$ cat config.mk
export PLATFORM = sky130hd
export DESIGN_NAME = rv_imm_gen
export DESIGN_NICKNAME = d
export VERILOG_FILES = /design/src/rtl/rv_imm_gen.sv
export SDC_FILE = /design/constraint.sdc
export NUM_CORES = 1
export LEC_CHECK = 0
export ABC_AREA = 0
export ABC_CLOCK_PERIOD_IN_PS = 1050
export BUFFER_PORTS_ARGS = -buffer_cell sky130_fd_sc_hd__clkbuf_2
export CELL_PAD_IN_SITES_DETAIL_PLACEMENT = 2
export CELL_PAD_IN_SITES_GLOBAL_PLACEMENT = 2
export CORE_MARGIN = 2
export CORE_UTILIZATION = 23
export DETAILED_ROUTE_END_ITERATION = 6
export PLACE_DENSITY_LB_ADDON = 0.1
export SYNTH_ARGS = -nofsm -noshare
export SYNTH_HDL_FRONTEND = slang
export SYNTH_SLANG_ARGS = --single-unit
$ cat constraint.sdc
create_clock -name clk -period 1.05 [get_ports clk]
set_input_delay 0 -clock clk [delete_from_list [all_inputs] [get_ports clk]]
set_output_delay 0 -clock clk [all_outputs]
set_load 0.01 [all_outputs]
$ cat src/rtl/rv_imm_gen.sv
// RV32I decode-stage immediate generator with one output register toward ID/EX.
// Optional macro IMM_GEN_ILLEGAL_EN adds a registered illegal_opcode flag.
module rv_imm_gen #(
  parameter int XLEN = 32
) (
  input  logic            clk,
  input  logic            rst,
  input  logic            in_valid,
  input  logic [XLEN-1:0] instruction,
  input  logic [6:0]      opcode,
  output logic [XLEN-1:0] imm_out,
  output logic            out_valid,
  output logic [2:0]      imm_type
`ifdef IMM_GEN_ILLEGAL_EN
  ,
  output logic            illegal_opcode
`endif
);

  localparam logic [6:0] OP_LOAD   = 7'h03;
  localparam logic [6:0] OP_IMM    = 7'h13;
  localparam logic [6:0] OP_JALR   = 7'h67;
  localparam logic [6:0] OP_STORE  = 7'h23;
  localparam logic [6:0] OP_BRANCH = 7'h63;
  localparam logic [6:0] OP_LUI    = 7'h37;
  localparam logic [6:0] OP_AUIPC  = 7'h17;
  localparam logic [6:0] OP_JAL    = 7'h6F;

  localparam logic [2:0] TYPE_I   = 3'd0;
  localparam logic [2:0] TYPE_S   = 3'd1;
  localparam logic [2:0] TYPE_B   = 3'd2;
  localparam logic [2:0] TYPE_U   = 3'd3;
  localparam logic [2:0] TYPE_J   = 3'd4;
  localparam logic [2:0] TYPE_DEF = 3'd5;

  logic [XLEN-1:0] imm_s;
  logic [2:0]      type_s;
  logic            illegal_s;
  logic [XLEN-1:0] imm_r;
  logic            valid_r;
  logic [2:0]      type_r;
  logic            illegal_r;

  // The format is chosen by the opcode port, so the opcode bits of the word are never read.
  logic            unused_opc_bits_s;
  assign unused_opc_bits_s = ^instruction[6:0];

  // Combinational format select and immediate assembly.
  always_comb begin
    imm_s     = {{20{instruction[31]}}, instruction[31:20]};
    type_s    = TYPE_DEF;
    illegal_s = 1'b0;
    case (opcode)
      OP_LOAD, OP_IMM, OP_JALR: begin
        imm_s  = {{20{instruction[31]}}, instruction[31:20]};
        type_s = TYPE_I;
      end
      OP_STORE: begin
        imm_s  = {{20{instruction[31]}}, instruction[31:25], instruction[11:7]};
        type_s = TYPE_S;
      end
      OP_BRANCH: begin
        imm_s  = {{19{instruction[31]}}, instruction[31], instruction[7],
                  instruction[30:25], instruction[11:8], 1'b0};
        type_s = TYPE_B;
      end
      OP_LUI, OP_AUIPC: begin
        imm_s  = {instruction[31:12], 12'h000};
        type_s = TYPE_U;
      end
      OP_JAL: begin
        imm_s  = {{11{instruction[31]}}, instruction[31], instruction[19:12],
                  instruction[20], instruction[30:21], 1'b0};
        type_s = TYPE_J;
      end
      default: begin
        // Unknown opcodes still get an I-type immediate so downstream sees a defined value.
        imm_s     = {{20{instruction[31]}}, instruction[31:20]};
        type_s    = TYPE_DEF;
        illegal_s = 1'b1;
      end
    endcase
  end

  // Output register: reset dominates, otherwise capture on valid and hold data when idle.
  always_ff @(posedge clk) begin
    if (rst) begin
      imm_r     <= 32'h0000_0000;
      valid_r   <= 1'b0;
      type_r    <= TYPE_I;
      illegal_r <= 1'b0;
    end else if (in_valid) begin
      imm_r     <= imm_s;
      valid_r   <= 1'b1;
      type_r    <= type_s;
      illegal_r <= illegal_s;
    end else begin
      imm_r     <= imm_r;
      valid_r   <= 1'b0;
      type_r    <= type_r;
      illegal_r <= illegal_r;
    end
  end

  assign imm_out   = imm_r;
  assign out_valid = valid_r;
  assign imm_type  = type_r;

`ifdef IMM_GEN_ILLEGAL_EN
  assign illegal_opcode = illegal_r;
`else
  logic unused_illegal_s;
  assign unused_illegal_s = illegal_r;
`endif

endmodule

==> results.md, run 1 <==
- The worst register-to-register path has a depth of 2.
- Counting instances, the worst hold path has a depth of 3.
- The final count of pins violating max slew was 0.
- The detailed router placed 1662 vias in this run.
- The ratio of total power to cell area is 1500 nW/um^2.
- The number of rows in the core area is 30.
- In this run the cell area measured after placement is 2200 sq um.
- The final critical-path share of the clock period is 92.0%.
- The top cell types in the final layout, fill and taps aside, are 70 x clkbuf_2, 36 x dfxtp_1, 21 x a21oi_1, 21 x nor2_1, 19 x dlygate4sd3_1.
- The CTS H-tree depth is 2.
- The synthesized instance count is 171.
- For this design the top-level I/O count stands at a little under 80.
- In the synthesized netlist the dominant register cell turns out to be dfxtp_1.
- The final number of setup-violating endpoints is 0.
- The starting utilization of the core area is 24.0%.
- The number of distinct library cells after synthesis is 32.
- The start-to-end type of the worst setup path is in2reg.
- The post-detailed-route count of antenna-violating nets is 0.
- A synthesized cell averages 9.64 sq um.
- In the detailed route, the total length drawn on met3 is 250 um.
- The sum of negative setup slack is 0 ps.
- STA classifies the critical path startpoint as an input pin.
- For this block, wires on met1 add up to 2.36 mm.
- The share of the synthesized area in the top cell type is 43.7%.
- The average wire per cell in the routed design is 15.0 um.
- The data required time at the worst endpoint is 1220 ps.
- The core region is about 6900 sq um.
- The routed design could run at a clock period as short as just under 1000 ps.
- The mean number of vias per cell is 4.52.
- The routed wire length is approximately 5.5 mm.
- The share of total power dissipated in sequential elements is between 30 and 40%.
- The global placement routability congestion is 0.780.
- The flow ran to the end, and the final reports show no timing, DRC or antenna violations.
- In this run switching power makes up 22.7% of total power.
- The number of buffers inserted by port buffering is 70.
- Max-cap violations in this run came to 0.
- The tree is rooted in a clkbuf_8.
- The post-synthesis net count is between 200 and 250.
- Internal power comes to 2950 uW.
- The total overflow left after global routing is 0.
- By area the synthesized netlist is led by dfxtp_1 44%, a211oi_2 8.4%, a21oi_1 6.4%.
- Leaving out fill and tap cells, the most frequent cell in the layout is clkbuf_2.
- For this run, the number of Yosys warnings is 0.
- Tracing the worst setup path back leads to its startpoint at instruction[7].
- The tightest min-delay check is of the in2reg type.
- The maximum number of pins on one net before global-route repair is 36.
- The finished layout holds 368 standard cells, fillers aside.
- The number of antenna violations at the first check in global routing came to 0.
- The number of global-route vias before repair is 1728.
- The top layer reached by signal wires is met4.
- The length of routed met2 wiring is 2.85 mm.
- In this run the cell area of the synthesized design comes to 1650 sq um.
- The register cell area after layout is 721 sq um.
- The area enclosed by the die boundary is 7860 sq um.
- The number of enable flip-flop cells after synthesis is 0.
- Across the routed clock network, the largest skew measured is 0 ps.
- The deepest clock path buffer count is 2.
- The layout filler cell count is between 700 and 800.
- The startpoint identified for the worst hold timing path is instruction[23].
- The maximum fanout along the worst path is 2.
- The total DRC errors in the routed layout is 0.
- The number of diodes is 0.
- The design area is 2550 sq um.
- Once the clock tree was built, the setup fixing pass inserted 0 buffers.
- The number of hold violations in the final report is 0.
- The die is 88.6 um tall.
- At the pin with the least slew margin, the transition time is 330 ps.
- At the end of the flow, the number of nets in the layout was 313.
- The synthesis-to-finish area growth is 54.9%.
- The worst-case IR drop observed on VDD is 0.452 mV.
- TritonCTS built the clock tree.
- The initial DRC count is 31.
- The relative contribution of the clock network to total power is 44.3%.
- The clock insertion delay at the later pin of the skew report is 280 ps.
- In this run the power spent charging and discharging nets is 869 uW.
- Buffers inserted during clock tree synthesis total 5.
- The worst pin sits at a relative slew slack of 77.8%.
- The half-perimeter wire length of the detailed placement result is between 4 and 5 mm.
- The multi-input combinational cells in the finished layout cover a total of 817 sq um.
- The maximum clock frequency is 1030 MHz.
- Of all cell types, the one taking the most synthesized area is dfxtp_1.
- The placed cell count is 341.
- The clock sink total is 36.
- The leakage power is 0.00112 uW.
- The count of TritonRoute iterations in the first routing pass is 5.
- Setup repair after global routing left no endpoint under its margin.
- The die is between 80 and 90 um wide.
- The beginning of the worst register-to-register path is imm_out[20]$_SDFFE_PP0P_.
- The clock input transition at the sequential cells of the worst setup and hold paths is 70 ps.
- The share of total power dissipated in combinational logic is between 10% and 20%.
- The total track usage is 14.6%.
- After synthesis, the share of flip-flops with an asynchronous set or reset is 0%.
- The number of synthesized register bits is 36.
- In the final layout, the share of cells above drive strength 1 is 45.6%.
- The first global-routing pass estimated 8.66 mm of wire.
- The critical path data arrival time is 1140 ps.
- The final core area utilization is between 30% and 40%.
- Of the synthesized area, sequential elements account for a little over two fifths.
- Power comes to 3820 uW.
- The critical path endpoint category is a flip-flop.
==> path summary, 6_finish.rpt <==
check / slack [ps] / to
hold / removal: 5 / imm_out[3]$_SDFFE_PP0P_
setup / recovery: 80 / imm_out[11]$_SDFFE_PP0P_
hold reg to reg: 470 / imm_out[9]$_SDFFE_PP0P_
setup reg to reg: 340 / imm_out[20]$_SDFFE_PP0P_
==> cell type report <==
class / instances / area share, %
well taps: 96 / 4.71
multi-input cells: 117 / 32.0
inverters: 2 / 0.294
repair buffers: 109 / 28.5
flip-flops and latches: 36 / 28.2
clock inverters: 3 / 3.53
clock buffers: 5 / 2.70
==> metrics by stage <==
stage	setup slack, ps	hold slack, ps
4_1_cts	76.1	3.73
6_report	83.7	4.73
3_3_place_gp	-118	255
2_1_floorplan	-12.1	147
3_5_place_dp	-174	263
5_1_grt	21.0	14.5
==> registers in the layout, indices dropped and copies added (netlist names) <==
name / flops
imm_type: 3
out_valid: 1
imm_out: 32
==> routing by layer <==
metal  global-route usage (%)  vias up
met5                        0        -
met4                     4.13        0
met3                     3.45        6
met2                     25.8       40
met1                     17.5      789
li1                         -      827
==> critical path, cell delays in order <==
cell and delay [ps]:
dlygate4sd3_1 530, clkbuf_2 110, nand2_1 60, o21ai_0 140, a21oi_1 210, a211oi_1 90
==> cells in the mapped netlist (2+ instances only) <==
cell      number
dfxtp_1       36
a21oi_1       21
nor2_1        21
nand3_1       13
a211oi_2      11
o221a_2        8
nand2_1        7
nand2b_1       7
clkbuf_1       6
a311oi_1       5
a211oi_1       4
buf_2          4
clkbuf_8       3
nor2b_1        3
o21ai_0        3
buf_4          2
inv_1          2
==> cells by family after synthesis <==
logic type / after synthesis / share of synthesized area [%]
and+or+nand+nor: 60 / 20.0
muxes: 1 / 0.607
DFF: 36 / 43.7
AOI/OAI and AO/OA: 56 / 28.5
buffers and inverters: 18 / 7.14
==> timing repair <==
action / in CTS / in global routing
hold endpoints to repair: 18 / 0
hold buffers: 19 / 0
gates resized for setup: 0 / 0
==> power by group through the flow <==
| stage | registers (uW) | logic (uW) | clock network (uW) |
|---|---|---|---|
| floorplan | 1580 | 257 | 0 |
| CTS | 1510 | 636 | 1750 |
| global placement | 1540 | 569 | 0 |
| finish | 1510 | 624 | 1690 |
| global route | 1520 | 687 | 1820 |
| detailed placement | 1540 | 576 | 0 |
No activity file was read; power rests on OpenSTA's default activity.
==> run 2, diff against run 1 <==
- CELL_PAD_IN_SITES_DETAIL_PLACEMENT: 2 -> default
- CELL_PAD_IN_SITES_GLOBAL_PLACEMENT: 2 -> default
- CORE_UTILIZATION: 23 -> 41
- PLACE_DENSITY: default -> 0.75
- PLACE_DENSITY_LB_ADDON: 0.1 -> default
==> results.md, run 2 (synthesis results as in run 1) <==
- The starting utilization of the core area is approximately two fifths.
- The startpoint identified for the worst hold timing path is instruction[17].
- In this run, the combinational gates consume between 10% and 20% of the power.
- The clock sink total is 36.
- TritonCTS built the clock tree.
- The CTS H-tree depth is 2.
- The final critical-path share of the clock period is between 80% and 90%.
- After detailed routing, the number of remaining DRC violations is 0.
- In this run the deepest clock path goes through 2 buffers.
- Leaving out fill and tap cells, the most frequent cell in the layout is clkbuf_2.
- The ratio of total power to cell area is 1280 nW/um^2.
- The flip-flop count of the largest register after layout is 32.
- For this run the aggregate overflow at the end of global routing stands at 0.
- Setup repair after global routing left no endpoint under its margin.
- STA puts the critical path data required time at approximately 1300 ps.
- STA classifies the critical path endpoint as a flip-flop.
- In the final design database the tool counted 304 nets.
- The height of the die is roughly 67 um.
- Clock-pin slew was measured on the worst setup and hold paths at 70 ps.
- The worst register-to-register path begins at imm_out[3]$_SDFFE_PP0P_.
- Max-cap violations in this run came to 0.
- At the later pin of the worst-skew pair, clock insertion delay measures 280 ps.
- Prior to clock tree synthesis, the placed netlist has a worst setup slack of -126 ps.
- The number of antenna violations at the first check in global routing came to 0.
- The mean number of vias per cell is 5.12.
- The master cell of the clock root buffer is clkbuf_8.
- The number of hold violations in the final report is 0.
- Walking the worst path, the cells encountered are clkbuf_2 > nor3b_4 > and2_1 > buf_12 > a21oi_1 > a211oi_2.
- The maximum single-stage delay on the critical path is 290 ps.
- In this run the core area contains 23 standard-cell rows.
- In this run the horizontal extent of the chip is 67.4 um.
- The switching component of the power is 794 uW.
- The half-perimeter wire length of the detailed placement result is 2.98 mm.
- At the worst endpoint, the arrival time is 1100 ps.
- The number of buffers inserted by port buffering is 70.
- Net switching is between 20% and 30% of the power.
- The core region is 3940 sq um.
- The total I/O pin count is 78.
- The clock arrives with 0 ps of skew.
- The pin slew with the least headroom to its limit is 285 ps.
- The synthesis-to-finish area growth is 42.7%.
- The type of origin of the critical path is an input pin.
- Among all stages on the critical path, the largest delay is contributed by nor3b_4.
- Of the cells placed in the final design, the portion with a size suffix greater than 1 is between 40% and 50%.
- The leakage power is 0.00105 uW.
- The setup slack after layout is 148 ps.
- The worst supply voltage drop on vdd is 0.854 mV.
- In the layout the commonest cells are 70 x clkbuf_2, 36 x dfxtp_1, 21 x a21oi_1, 21 x nor2_1, 16 x dlygate4sd3_1.
- The routed wire length is 4.32 mm.
- The first routing iteration left 62 violations.
- The first-pass GRT wire length is 6.47 mm.
- Before antenna repair, the detailed router went through 4 iterations.
- The number of antenna diodes in the final layout is 0.
- The final count of pins violating max slew came to 0.
- The final core area utilization is around three fifths.
- The maximum clock frequency is 1110 MHz.
- Cell internal power was estimated by the tool at approximately 2200 uW.
- The run finished with clean final reports.
- The maximum number of pins on one net before global-route repair is 34.
- The start-to-end type of the worst setup path is in2reg.
- The global placement routability congestion is around 0.78.
- The area enclosed by the die boundary is 4540 sq um.
- The relative slew slack is 81.0%.
- Buffers inserted during clock tree synthesis total 5.
- The number of global-route vias before repair is 1469.
- The clock period minus worst slack is 902 ps.
- The average wire per cell in the routed design is 13.8 um.
- Setup violations remaining at the end of the flow were counted as 0.
- The detail route stage leaves a number of antenna-violating nets equal to 0.
- The share of total power in sequential cells is 50.4%.
- The total track usage is 18.8%.
- Tracing the worst setup path back leads to its startpoint at opcode[3].
- The maximum fanout along the worst path is 12.
- The clock network burns 29.9% of the power.
- The min-delay analysis places its worst path in the category in2reg.
- For this block, the via count after detailed routing is 1597.
-- run 2: changes by cell type in the layout (fill, tap and decap cells not counted), sizes merged --
| cell | delta |
|---|---|
| clkinv | +1 |
| dlygate4sd3 | -3 |
| bufinv | -3 |
| buf | -6 |
| clkbuf | +1 |
-- run 2: area by class of cell --
| class | instances | area [sq um] |
|---|---|---|
| inverters | 2 | 7.51 |
| well taps | 50 | 62.6 |
| clock buffers | 6 | 72.6 |
| clock inverters | 1 | 5.00 |
| repair buffers | 100 | 666 |
| flip-flops and latches | 36 | 721 |
| multi-input cells | 117 | 817 |
| fillers | 333 | 1590 |
-- run 2: path summary, 6_finish.rpt --
path,endpoint,slack [ps],cells past startpoint
max,imm_out[28]$_SDFFE_PP0P_,150,6
min,imm_out[17]$_SDFFE_PP0P_,8,2
max reg2reg,imm_out[3]$_SDFFE_PP0P_,320,2
min reg2reg,imm_out[5]$_SDFFE_PP0P_,470,2
-- run 2: through the flow --
step | TNS [ps] | cell area [sq um] | instances | total power, uW | hold slack [ps]
floorplan | -96.4 | 1660 | 171 | 1830 | 147
detailed placement | -2600 | 2110 | 289 | 2080 | 260
global placement | -1390 | 2110 | 289 | 2070 | 252
CTS | 0 | 2340 | 311 | 3030 | 0.127
finish | 0 | 2350 | 312 | 3000 | 7.68
global route | 0 | 2350 | 312 | 3150 | 1.37
-- run 2: power by group through the flow --
stage	clock [uW]	sequential [uW]	combinational, uW
floorplan	0	1580	257
global placement	0	1540	533
detailed placement	0	1540	541
CTS	929	1510	588
global route	982	1520	646
finish	896	1510	592
-- run 2: critical path, delay by kind of cell --
family,cells,cell delay [ps]
AO/OA/AOI/OAI,2,320
buffers and inverters,2,270
AND/OR/NAND/NOR,2,510
-- run 2: metal layers --
| metal | wire [um] | up-vias | global-route usage, % |
|---|---|---|---|
| li1 | - | 809 | - |
| met1 | 1910 | 740 | 22.3 |
| met2 | 2150 | 46 | 31.6 |
| met3 | 232 | 2 | 6.83 |
| met4 | 25 | 0 | 5.87 |
| met5 | 0 | - | 0 |
-- run 2: repair_timing --
| action | 4_1_cts | 5_1_grt |
|---|---|---|
| resized for setup | 0 | 0 |
| hold buffers | 15 | 1 |
| setup buffers | 0 | 0 |
| hold endpoints to repair | 15 | 1 |
